File: config.mk
export PLATFORM = sky130hd
export DESIGN_NAME = chess_clock_ctrl_flat
export DESIGN_NICKNAME = d
export VERILOG_FILES = /design/src/rtl/common_enums.sv /design/src/rtl/chess_clock_ctrl_if.sv /design/src/rtl/tick_gen.sv /design/src/rtl/chess_clock_ctrl.sv /design/src/flat_wrapper.sv
export SDC_FILE = /design/constraint.sdc
export NUM_CORES = 1
export LEC_CHECK = 0
export CAP_MARGIN = 20
export CORE_MARGIN = 1
export CORE_UTILIZATION = 57
export CTS_CLUSTER_SIZE = 24
export DETAILED_ROUTE_END_ITERATION = 10
export PLACE_DENSITY = 0.95
export SLEW_MARGIN = 20
export SYNTH_ARGS = -nofsm -noshare
export SYNTH_HDL_FRONTEND = slang
export SYNTH_HIERARCHICAL = 1
export SYNTH_SLANG_ARGS = --single-unit
File: constraint.sdc
create_clock -name clk -period 8.6 [get_ports clk]
set_clock_uncertainty 0.1 [all_clocks]
set_input_delay 1.72 -clock clk [delete_from_list [all_inputs] [get_ports clk]]
set_output_delay 1.72 -clock clk [all_outputs]
set_load 0.01 [all_outputs]
File: src/rtl/common_enums.sv
`timescale 1ns/1ps
`default_nettype none
// common_enums: shared screen, player and chess-clock state types, plus the
// mode_sel-to-initial-time table used by the clock and the display counter.
package common_enums;

    typedef enum logic [2:0] {
        SETUP_SCREEN  = 3'd0,
        CHESS_SCREEN  = 3'd1,
        RESULT_SCREEN = 3'd2,
        MENU_SCREEN   = 3'd3
    } screen_state_t;

    typedef enum logic {
        WHITE = 1'b0,
        BLACK = 1'b1
    } player_t;

    typedef enum logic [2:0] {
        IDLE    = 3'd0,
        LOAD    = 3'd1,
        RUN     = 3'd2,
        PAUSED  = 3'd3,
        EXPIRED = 3'd4
    } clk_state_t;

    localparam int CS_W = 18;

    function automatic logic [CS_W-1:0] init_time(input logic [1:0] sel);
        logic [CS_W-1:0] t;
        case (sel)
            2'd0:    t = 18'd6000;
            2'd1:    t = 18'd18000;
            2'd2:    t = 18'd60000;
            default: t = 18'd180000;
        endcase
        return t;
    endfunction

endpackage
`default_nettype wire

File: src/rtl/chess_clock_ctrl_if.sv
`timescale 1ns/1ps
`default_nettype none
// chess_clock_ctrl_if: control inputs from the screen FSM / move logic and
// the time outputs consumed by the displays.
interface chess_clock_ctrl_if;
    common_enums::screen_state_t state;
    logic [1:0]                  mode_sel;
    logic                        move_done;
    logic                        pause;
    common_enums::player_t       active_player;
    logic [17:0]                 white_cs;
    logic [17:0]                 black_cs;
    logic [17:0]                 active_cs;
    logic                        running;
    logic                        flag_fall;
    common_enums::player_t       loser;

    modport master (
        output state, mode_sel, move_done, pause,
        input  active_player, white_cs, black_cs, active_cs, running, flag_fall, loser
    );

    modport slave (
        input  state, mode_sel, move_done, pause,
        output active_player, white_cs, black_cs, active_cs, running, flag_fall, loser
    );
endinterface
`default_nettype wire

File: src/rtl/tick_gen.sv
`timescale 1ns/1ps
`default_nettype none
// tick_gen: divide-by-DIV counter with synchronous clear and enable; tick is
// high for the one cycle in which the enabled counter sits at DIV-1.
module tick_gen #(
    parameter int DIV = 500_000
) (
    input  wire logic clk,
    input  wire logic reset_n,
    input  wire logic clear,
    input  wire logic enable,
    output logic      tick
);
    localparam int CW = (DIV > 1) ? $clog2(DIV) : 1;
    localparam logic [CW-1:0] LAST = CW'(DIV - 1);

    logic [CW-1:0] count;

    always_ff @(posedge clk or negedge reset_n) begin
        if (!reset_n) begin
            count <= '0;
        end else if (clear) begin
            count <= '0;
        end else if (enable) begin
            count <= (count == LAST) ? '0 : count + 1'b1;
        end
    end

    assign tick = enable && (count == LAST);
endmodule
`default_nettype wire

File: src/rtl/chess_clock_ctrl.sv
`timescale 1ns/1ps
`default_nettype none
// chess_clock_ctrl: turn-sequenced two-player chess clock with per-move
// increment, pause, and sticky flag-fall detection.
module chess_clock_ctrl
    import common_enums::*;
#(
    parameter int CLK_FREQ_HZ = 50_000_000,
    parameter int INC_CS      = 0
) (
    input  wire logic            clk,
    input  wire logic            reset_n,
    chess_clock_ctrl_if.slave    bus
);
    localparam int DIV = CLK_FREQ_HZ / 100;

    clk_state_t      cur_state, nxt_state;
    logic [CS_W-1:0] white_reg, black_reg, nxt_white, nxt_black;
    player_t         active_reg, nxt_active, loser_reg, nxt_loser;
    logic            flag_reg, nxt_flag, running_reg;

    logic            in_chess, tick, div_clear, div_en;
    logic [CS_W-1:0] init_cs, mover_cs, dec_cs, inc_cs;
    logic [CS_W:0]   inc_sum;

    assign in_chess = (bus.state == CHESS_SCREEN);
    assign init_cs  = init_time(bus.mode_sel);
    assign div_en   = (cur_state == RUN) && in_chess && !bus.pause;

    tick_gen #(.DIV(DIV)) u_tick_gen (
        .clk     (clk),
        .reset_n (reset_n),
        .clear   (div_clear),
        .enable  (div_en),
        .tick    (tick)
    );

    // A tick coinciding with a move is charged to the mover before the increment.
    assign mover_cs = (active_reg == BLACK) ? black_reg : white_reg;
    assign dec_cs   = tick ? (mover_cs - 1'b1) : mover_cs;
    assign inc_sum  = {1'b0, dec_cs} + (CS_W+1)'(INC_CS);
    assign inc_cs   = inc_sum[CS_W] ? {CS_W{1'b1}} : inc_sum[CS_W-1:0];

    always_comb begin
        nxt_state  = cur_state;
        nxt_white  = white_reg;
        nxt_black  = black_reg;
        nxt_active = active_reg;
        nxt_flag   = flag_reg;
        nxt_loser  = loser_reg;
        div_clear  = 1'b0;

        if (cur_state != IDLE && !in_chess) begin
            nxt_state  = IDLE;
            nxt_white  = init_cs;
            nxt_black  = init_cs;
            nxt_active = WHITE;
            nxt_flag   = 1'b0;
        end else begin
            case (cur_state)
                IDLE: begin
                    nxt_white  = init_cs;
                    nxt_black  = init_cs;
                    nxt_active = WHITE;
                    nxt_flag   = 1'b0;
                    if (in_chess) nxt_state = LOAD;
                end
                LOAD: begin
                    nxt_white  = init_cs;
                    nxt_black  = init_cs;
                    nxt_active = WHITE;
                    div_clear  = 1'b1;
                    nxt_state  = RUN;
                end
                RUN: begin
                    if (bus.pause) begin
                        nxt_state = PAUSED;
                    end else if (tick && dec_cs == '0) begin
                        nxt_state = EXPIRED;
                        nxt_flag  = 1'b1;
                        nxt_loser = active_reg;
                        if (active_reg == BLACK) nxt_black = '0;
                        else                     nxt_white = '0;
                    end else if (bus.move_done) begin
                        if (active_reg == BLACK) nxt_black = inc_cs;
                        else                     nxt_white = inc_cs;
                        nxt_active = (active_reg == WHITE) ? BLACK : WHITE;
                        div_clear  = 1'b1;
                    end else if (tick) begin
                        if (active_reg == BLACK) nxt_black = dec_cs;
                        else                     nxt_white = dec_cs;
                    end
                end
                PAUSED: begin
                    if (!bus.pause) nxt_state = RUN;
                end
                EXPIRED: begin
                    nxt_state = EXPIRED;
                end
                default: nxt_state = IDLE;
            endcase
        end
    end

    always_ff @(posedge clk or negedge reset_n) begin
        if (!reset_n) begin
            cur_state   <= IDLE;
            white_reg   <= '0;
            black_reg   <= '0;
            active_reg  <= WHITE;
            loser_reg   <= WHITE;
            flag_reg    <= 1'b0;
            running_reg <= 1'b0;
        end else begin
            cur_state   <= nxt_state;
            white_reg   <= nxt_white;
            black_reg   <= nxt_black;
            active_reg  <= nxt_active;
            loser_reg   <= nxt_loser;
            flag_reg    <= nxt_flag;
            running_reg <= (nxt_state == RUN);
        end
    end

    assign bus.white_cs      = white_reg;
    assign bus.black_cs      = black_reg;
    assign bus.active_player = active_reg;
    assign bus.active_cs     = (active_reg == BLACK) ? black_reg : white_reg;
    assign bus.running       = running_reg;
    assign bus.flag_fall     = flag_reg;
    assign bus.loser         = loser_reg;
endmodule
`default_nettype wire
File: src/flat_wrapper.sv
// flat-port wrapper written by rule: the top's interface ports become plain ports
module chess_clock_ctrl_flat import common_enums::*;
#(
    parameter int CLK_FREQ_HZ = 50_000_000,
    parameter int INC_CS      = 0
)
  (clk, reset_n, bus_state, bus_mode_sel, bus_move_done, bus_pause, bus_active_player, bus_white_cs, bus_black_cs, bus_active_cs, bus_running, bus_flag_fall, bus_loser);
  chess_clock_ctrl_if bus_i ();
  input  wire logic clk;
  input  wire logic reset_n;
  input wire logic [$bits(bus_i.state)-1:0] bus_state;
  input wire logic [$bits(bus_i.mode_sel)-1:0] bus_mode_sel;
  input wire logic [$bits(bus_i.move_done)-1:0] bus_move_done;
  input wire logic [$bits(bus_i.pause)-1:0] bus_pause;
  output wire logic [$bits(bus_i.active_player)-1:0] bus_active_player;
  output wire logic [$bits(bus_i.white_cs)-1:0] bus_white_cs;
  output wire logic [$bits(bus_i.black_cs)-1:0] bus_black_cs;
  output wire logic [$bits(bus_i.active_cs)-1:0] bus_active_cs;
  output wire logic [$bits(bus_i.running)-1:0] bus_running;
  output wire logic [$bits(bus_i.flag_fall)-1:0] bus_flag_fall;
  output wire logic [$bits(bus_i.loser)-1:0] bus_loser;
  assign bus_i.state = bus_state;
  assign bus_i.mode_sel = bus_mode_sel;
  assign bus_i.move_done = bus_move_done;
  assign bus_i.pause = bus_pause;
  assign bus_active_player = bus_i.active_player;
  assign bus_white_cs = bus_i.white_cs;
  assign bus_black_cs = bus_i.black_cs;
  assign bus_active_cs = bus_i.active_cs;
  assign bus_running = bus_i.running;
  assign bus_flag_fall = bus_i.flag_fall;
  assign bus_loser = bus_i.loser;
  chess_clock_ctrl #(.CLK_FREQ_HZ(CLK_FREQ_HZ), .INC_CS(INC_CS)) u_core (.clk(clk), .reset_n(reset_n), .bus(bus_i));
endmodule
# == After elaboration in Yosys (flattened, before gate mapping) ==
# Index checks and enable logic that the tools add are counted.
# op_classes
add_sub_neg,2
eq_ne,16
mux,43
bitwise,2
reduce_logical,20
# op_table
cell,n
$mux 18,16
$pmux 18 s2,2
$mux 19,3
$pmux 18 s3,1
$add 19x1->19 const B,1
$eq 19x19->1 const B,1
$logic_not 18->1,1
$sub 18x1->18 const B,1
$reduce_and 4->1,4
$mux 3,5
$pmux 3 s5,1
$mux 1,12
$ne 3x3->1 const B,4
$eq 3x2->1 const B,3
$reduce_bool 3->1,3
$eq 3x1->1 const B,2
$pmux 1 s2,3
$logic_and 1x1->1,5
$ne 5x4->1 const B,1
$ne 4x3->1 const B,1
$ne 4x4->1 const B,1
$eq 3x3->1 const B,1
$logic_not 3->1,1
$reduce_and 3->1,1
7 further kinds,9
# word_totals
regBits,62
inputBits,9
output_inout_bits,58
word_cells,91

# == Logic depth before layout (Yosys ltp) ==
# logic_depth
word_depth,12
ltp_mapped,21
depth_no_buf,16

# == Cells and area by module ==
# Netlist, hierarchy kept.
# by_module_without_submodules
module,instances,cells_per_inst,area_each_um2,seq_area_each_um2
chess_clock_ctrl,1,304,2775.2,1076.0
tick_gen,1,117,1107.3,475.5

# == Least setup slack after synthesis ==
# No wires, ideal clock.
# synth_timing
path_type,in2reg
from,in bus_state[1]
to,reg u_core.u_tick_gen.count[18]
setup_ns,0.076
arrival_time_ns,6.172
required_ns,8.424
slack_ns,2.252
path_stages,19
n_path_buf,3
cell_sequence,nor3b_1 -> and3_1 -> nand4_1 -> nor2_1 -> clkbuf_2 -> nand2_1 -> or4_4 -> a21oi_4 -> nand3_1 -> a211o_1 -> or4_1 -> buf_2 -> nand3_1 -> o31ai_1 -> clkbuf_2 -> nand2b_1 -> or4_1 -> o2bb2a_1 -> o21ai_1
# synth_via
elab_chain_len,12
word_cells_on_any_way,15
cone_classes,1 x eq/ne; 6 x mux; 8 x reduce/logical
# synth_rtl
element,line,source
start: declaration,flat_wrapper.sv:11,input wire logic [$bits(bus_i.state)-1:0] bus_state;
$eq 3x1->1 (*),chess_clock_ctrl.sv:26,assign in_chess = (bus.state == CHESS_SCREEN);
$logic_and 1x1->1 (*) (2 in a row),chess_clock_ctrl.sv:28,assign div_en = (cur_state == RUN) && in_chess && !bus.pause;
net u_core.div_en,chess_clock_ctrl.sv:22,"logic in_chess, tick, div_clear, div_en;"
$logic_and 1x1->1 (*),tick_gen.sv:29,assign tick = enable && (count == LAST);
net u_core.tick,chess_clock_ctrl.sv:22,
$mux 18,chess_clock_ctrl.sv:40,assign dec_cs = tick ? (mover_cs - 1'b1) : mover_cs;
$logic_not 18->1,chess_clock_ctrl.sv:78,end else if (tick && dec_cs == '0) begin
$logic_and 1x1->1 (*),chess_clock_ctrl.sv:78,
$mux 1 (*),chess_clock_ctrl.sv:78,
$mux 1 (*),chess_clock_ctrl.sv:76,if (bus.pause) begin
$pmux 1 s2 (*),chess_clock_ctrl.sv:60,case (cur_state)
$mux 1 (*),chess_clock_ctrl.sv:53,if (cur_state != IDLE && !in_chess) begin
net u_core.div_clear,chess_clock_ctrl.sv:22,
$mux 19 / $reduce_bool 2->1 (equally long branches),--,
end signal: assignment,tick_gen.sv:25,count <= (count == LAST) ? '0 : count + 1'b1;
end: declaration,tick_gen.sv:17,logic [CW-1:0] count;
# Mark *: on every way through the listed nets, which the timed path passes. The rest lies on a longest branch.
# A chain may end at the register's enable or synchronous reset.

# == Worst setup path in the final report ==
# layout_timing
from,in bus_state[0]
to,reg u_core.u_tick_gen.count[18]
# The elaborated chain is that of the path after synthesis.

==> impl_metrics.ini <==
[drt]
drt-total-wl_um = 10200
drt_iter0_drc = 405
antenna_left = 0
vias = 3600
route.detailed.drc = 6
routed.top_layer = met4
wl_per_cell_um = 18.0
dr.pass1.iters = 9
routed-wl-met2_um = 4900
wl_met1_um = 4170
vias_per_cell = 6.35
dr_wl_met3_um = 954

[worst_setup_path]
cp-end-kind = flop
regToRegSetupSlack_ns = 3.00
worstSetupEndpoint = u_core/u_tick_gen/count[18]
worstPathRequired_ns = 8.78
r2r_start = u_core/u_tick_gen/count[14]
path_class = primary input to flop
timing.critical_path.arrival_ns = 7.47
startpoint = bus_state[0]
rr_worst_depth = 15
critPathLaunchType = primary input
rr_endpoint = u_core/u_tick_gen/count[18]
worst-path-max-fanout = 9

[power]
p_leak_nw = 1.88
max-vdd-ir-drop_uv = 133
total_power_w = 0.000694
power_density_mw_per_mm2 = 144

[clock_tree]
cts_buffers = 9
clockRootBuffer = clkbuf_8
clock_latency_ns = 0.36
cts_max_path_buffers = 2
ctsHtreeMaxLevel = 3
clkTransAtPathRegs_ns = 0.07
cts_resized = 0
hold_buffers = 0
cts_tree = done
post_cts_buffers = 0
cts_sinks = 62

[grt]
antenna_found_initial = 0
grt.total_usage_pct = 29.8
grt_overflow = 0
grt_pass1_wl_um = 16700
grt_max_degree = 63
grt_pass1_vias = 3382

[yosys]
synth_cells = 421
netlist.area_leader.share_pct = 40.0
yosys-top-cells-area = dfrtp_1 (40%), mux2_2 (7.0%), nand2_1 (4.2%)
synth_seq_area_share_pct = 40.0
syn-num-nets = 437
async_reset_ff_share_pct = 100
ys_warn_count = 6
synth_ff_type = dfrtp_1
synth_top_cell_by_area = dfrtp_1
avgSynthCellArea_um2 = 9.22
synth_area_mm2 = 0.00388
ys_ff_latch = 62
ys_types = 64
synth_edf_count = 0

[sta]
rsz0062_at_grt = no
timing.hold.ws_ns = 0.413
setup_viol = 0
worstMarginPinSlew_ns = 0.838
drv_slew = 0
hold_viol_final = 0
relSlewSlack_pct = 44.0
fin_crit_sh_pct = 84.8
fin_tns_setup_ns = 0
min_period_ns = 7.29
max_freq_mhz = 137
worst_slack_ns = 1.31

[run_status]
violations = design-rule violations
status = complete, but fails checks

[floorplanning]
rows = 29
die_h_um = 84.5
coreArea_mm2 = 0.00646
die_area_mm2 = 0.00715
die_x_um = 84.5
io_pins = 67
start_util_pct = 60.1

[placed_design]
pre_cts_ws_ns = 1.09
portBuffers = 66
dpl-instance-area_mm2 = 0.00458
gp_congestion = 0.954
dp_hpwl_um = 7140

[cells_and_area]
final_common_cell = clkdlybuf4s50_1
final_cell_mix = clkdlybuf4s50_1 (65), dfrtp_1 (61), nand2_1 (43), nor2_1 (37), mux2_2 (24)
fin_area_mm2 = 0.00481
nNetsFinal = 501
drive_gt1_share_pct = 12.7
largest_register = u_core/u_tick_gen/count
antennaDiodeCount = 0
area_delta_synth_final_pct = 23.8
largest_reg_flops = 19

[run]
maxCapViolCount = 0

[min_path]
hold_depth = 1
hold_path.class = flop to flop
[where the power goes]
group | switching (W) | internal [W] | total [W] | leakage [nW]
sequential | 0.0000151 | 0.000302 | 0.000317 | 0.796
clock | 0.000116 | 0.000178 | 0.000294 | 0.116
combinational | 0.0000408 | 0.0000412 | 0.0000820 | 0.963
total | 0.000172 | 0.000522 | 0.000694 | 1.88
[per-stage QoR]
step	util [%]	instances
floorplan	-	421
global placement	71.0	551
detailed placement	71.0	551
CTS	74.4	567
global route	74.4	567
finish	74.4	567
[how the worst min path moves through the flow]
stage / startpoint / to / slack [ns]
global placement: u_core/bus.black_cs[17] / u_core/bus.black_cs[17] / 0.39
global route: u_core/bus.loser / u_core/bus.loser / 0.44
CTS: u_core/bus.loser / u_core/bus.loser / 0.42
floorplan: u_core/u_tick_gen/count[1] / u_core/u_tick_gen/count[1] / 0.40
finish: u_core/bus.loser / u_core/bus.loser / 0.41
detailed placement: u_core/bus.loser / u_core/bus.loser / 0.40
[per-layer routing]
layer / track usage, % / up-vias
li1: - / 1654
met1: 39.8 / 1714
met2: 47.6 / 206
met3: 6.29 / 26
met4: 12.0 / 0
met5: 0 / -
[logic make-up (layout without fill, tap and decap cells)]
group	after synthesis	in the layout	share of synthesized area, %
adders and majority gates	7	7	2.26
AOI/OAI and AO/OA	81	81	14.3
DFF	62	62	40.0
xor gates and xnor gates	28	28	6.32
and+or+nand+nor	171	171	22.7
muxes	37	37	10.4
buffers and inverters	35	104	4.06
[cell usage after synthesis (2+ instances only)]
library cell and number:
a21oi_1 18, and3_1 2, buf_2 4, buf_6 2, clkbuf_1 7, clkbuf_2 2
dfrtp_1 62, ha_1 7, inv_1 18, mux2_2 24, mux2i_1 12, nand2_1 43
nand2b_1 4, nand3_1 12, nand4_1 7, nor2_1 37, nor2b_1 5, nor3_1 21
nor3b_1 6, nor4_1 7, o2111ai_1 2, o21a_1 2, o21ai_0 23, o21ai_1 3
o31ai_1 11, o41ai_1 2, or2_2 3, or3_1 7, or4_1 6, or4_4 2
xnor2_1 18, xor2_1 10
[critical path, cell delays in order]
cell and delay, ns:
clkdlybuf4s50_1 0.44, nor3b_1 0.64, and3_1 0.49, nand4_1 0.27, nor2_1 0.50, nand2_1 0.20, or4_4 0.55, a21oi_4 0.15
nand3_1 0.09, a211o_1 0.30, or4_1 0.66, nand3_1 0.18, o31ai_1 0.18, nand2b_1 0.22, or4_1 0.50, o2bb2a_1 0.28
o21ai_1 0.07
[cell type report]
type,instances,area (µm²)
Multi-Input combinational cell,324,2180
Sequential cell,62,1550
Clock buffer,12,155
Clock inverter,4,70.1
Fill cell,432,1650
Inverter,18,67.6
Tap cell,77,96.3
Timing Repair Buffer,70,686
Note: power is estimated with default switching activity, not from simulation.
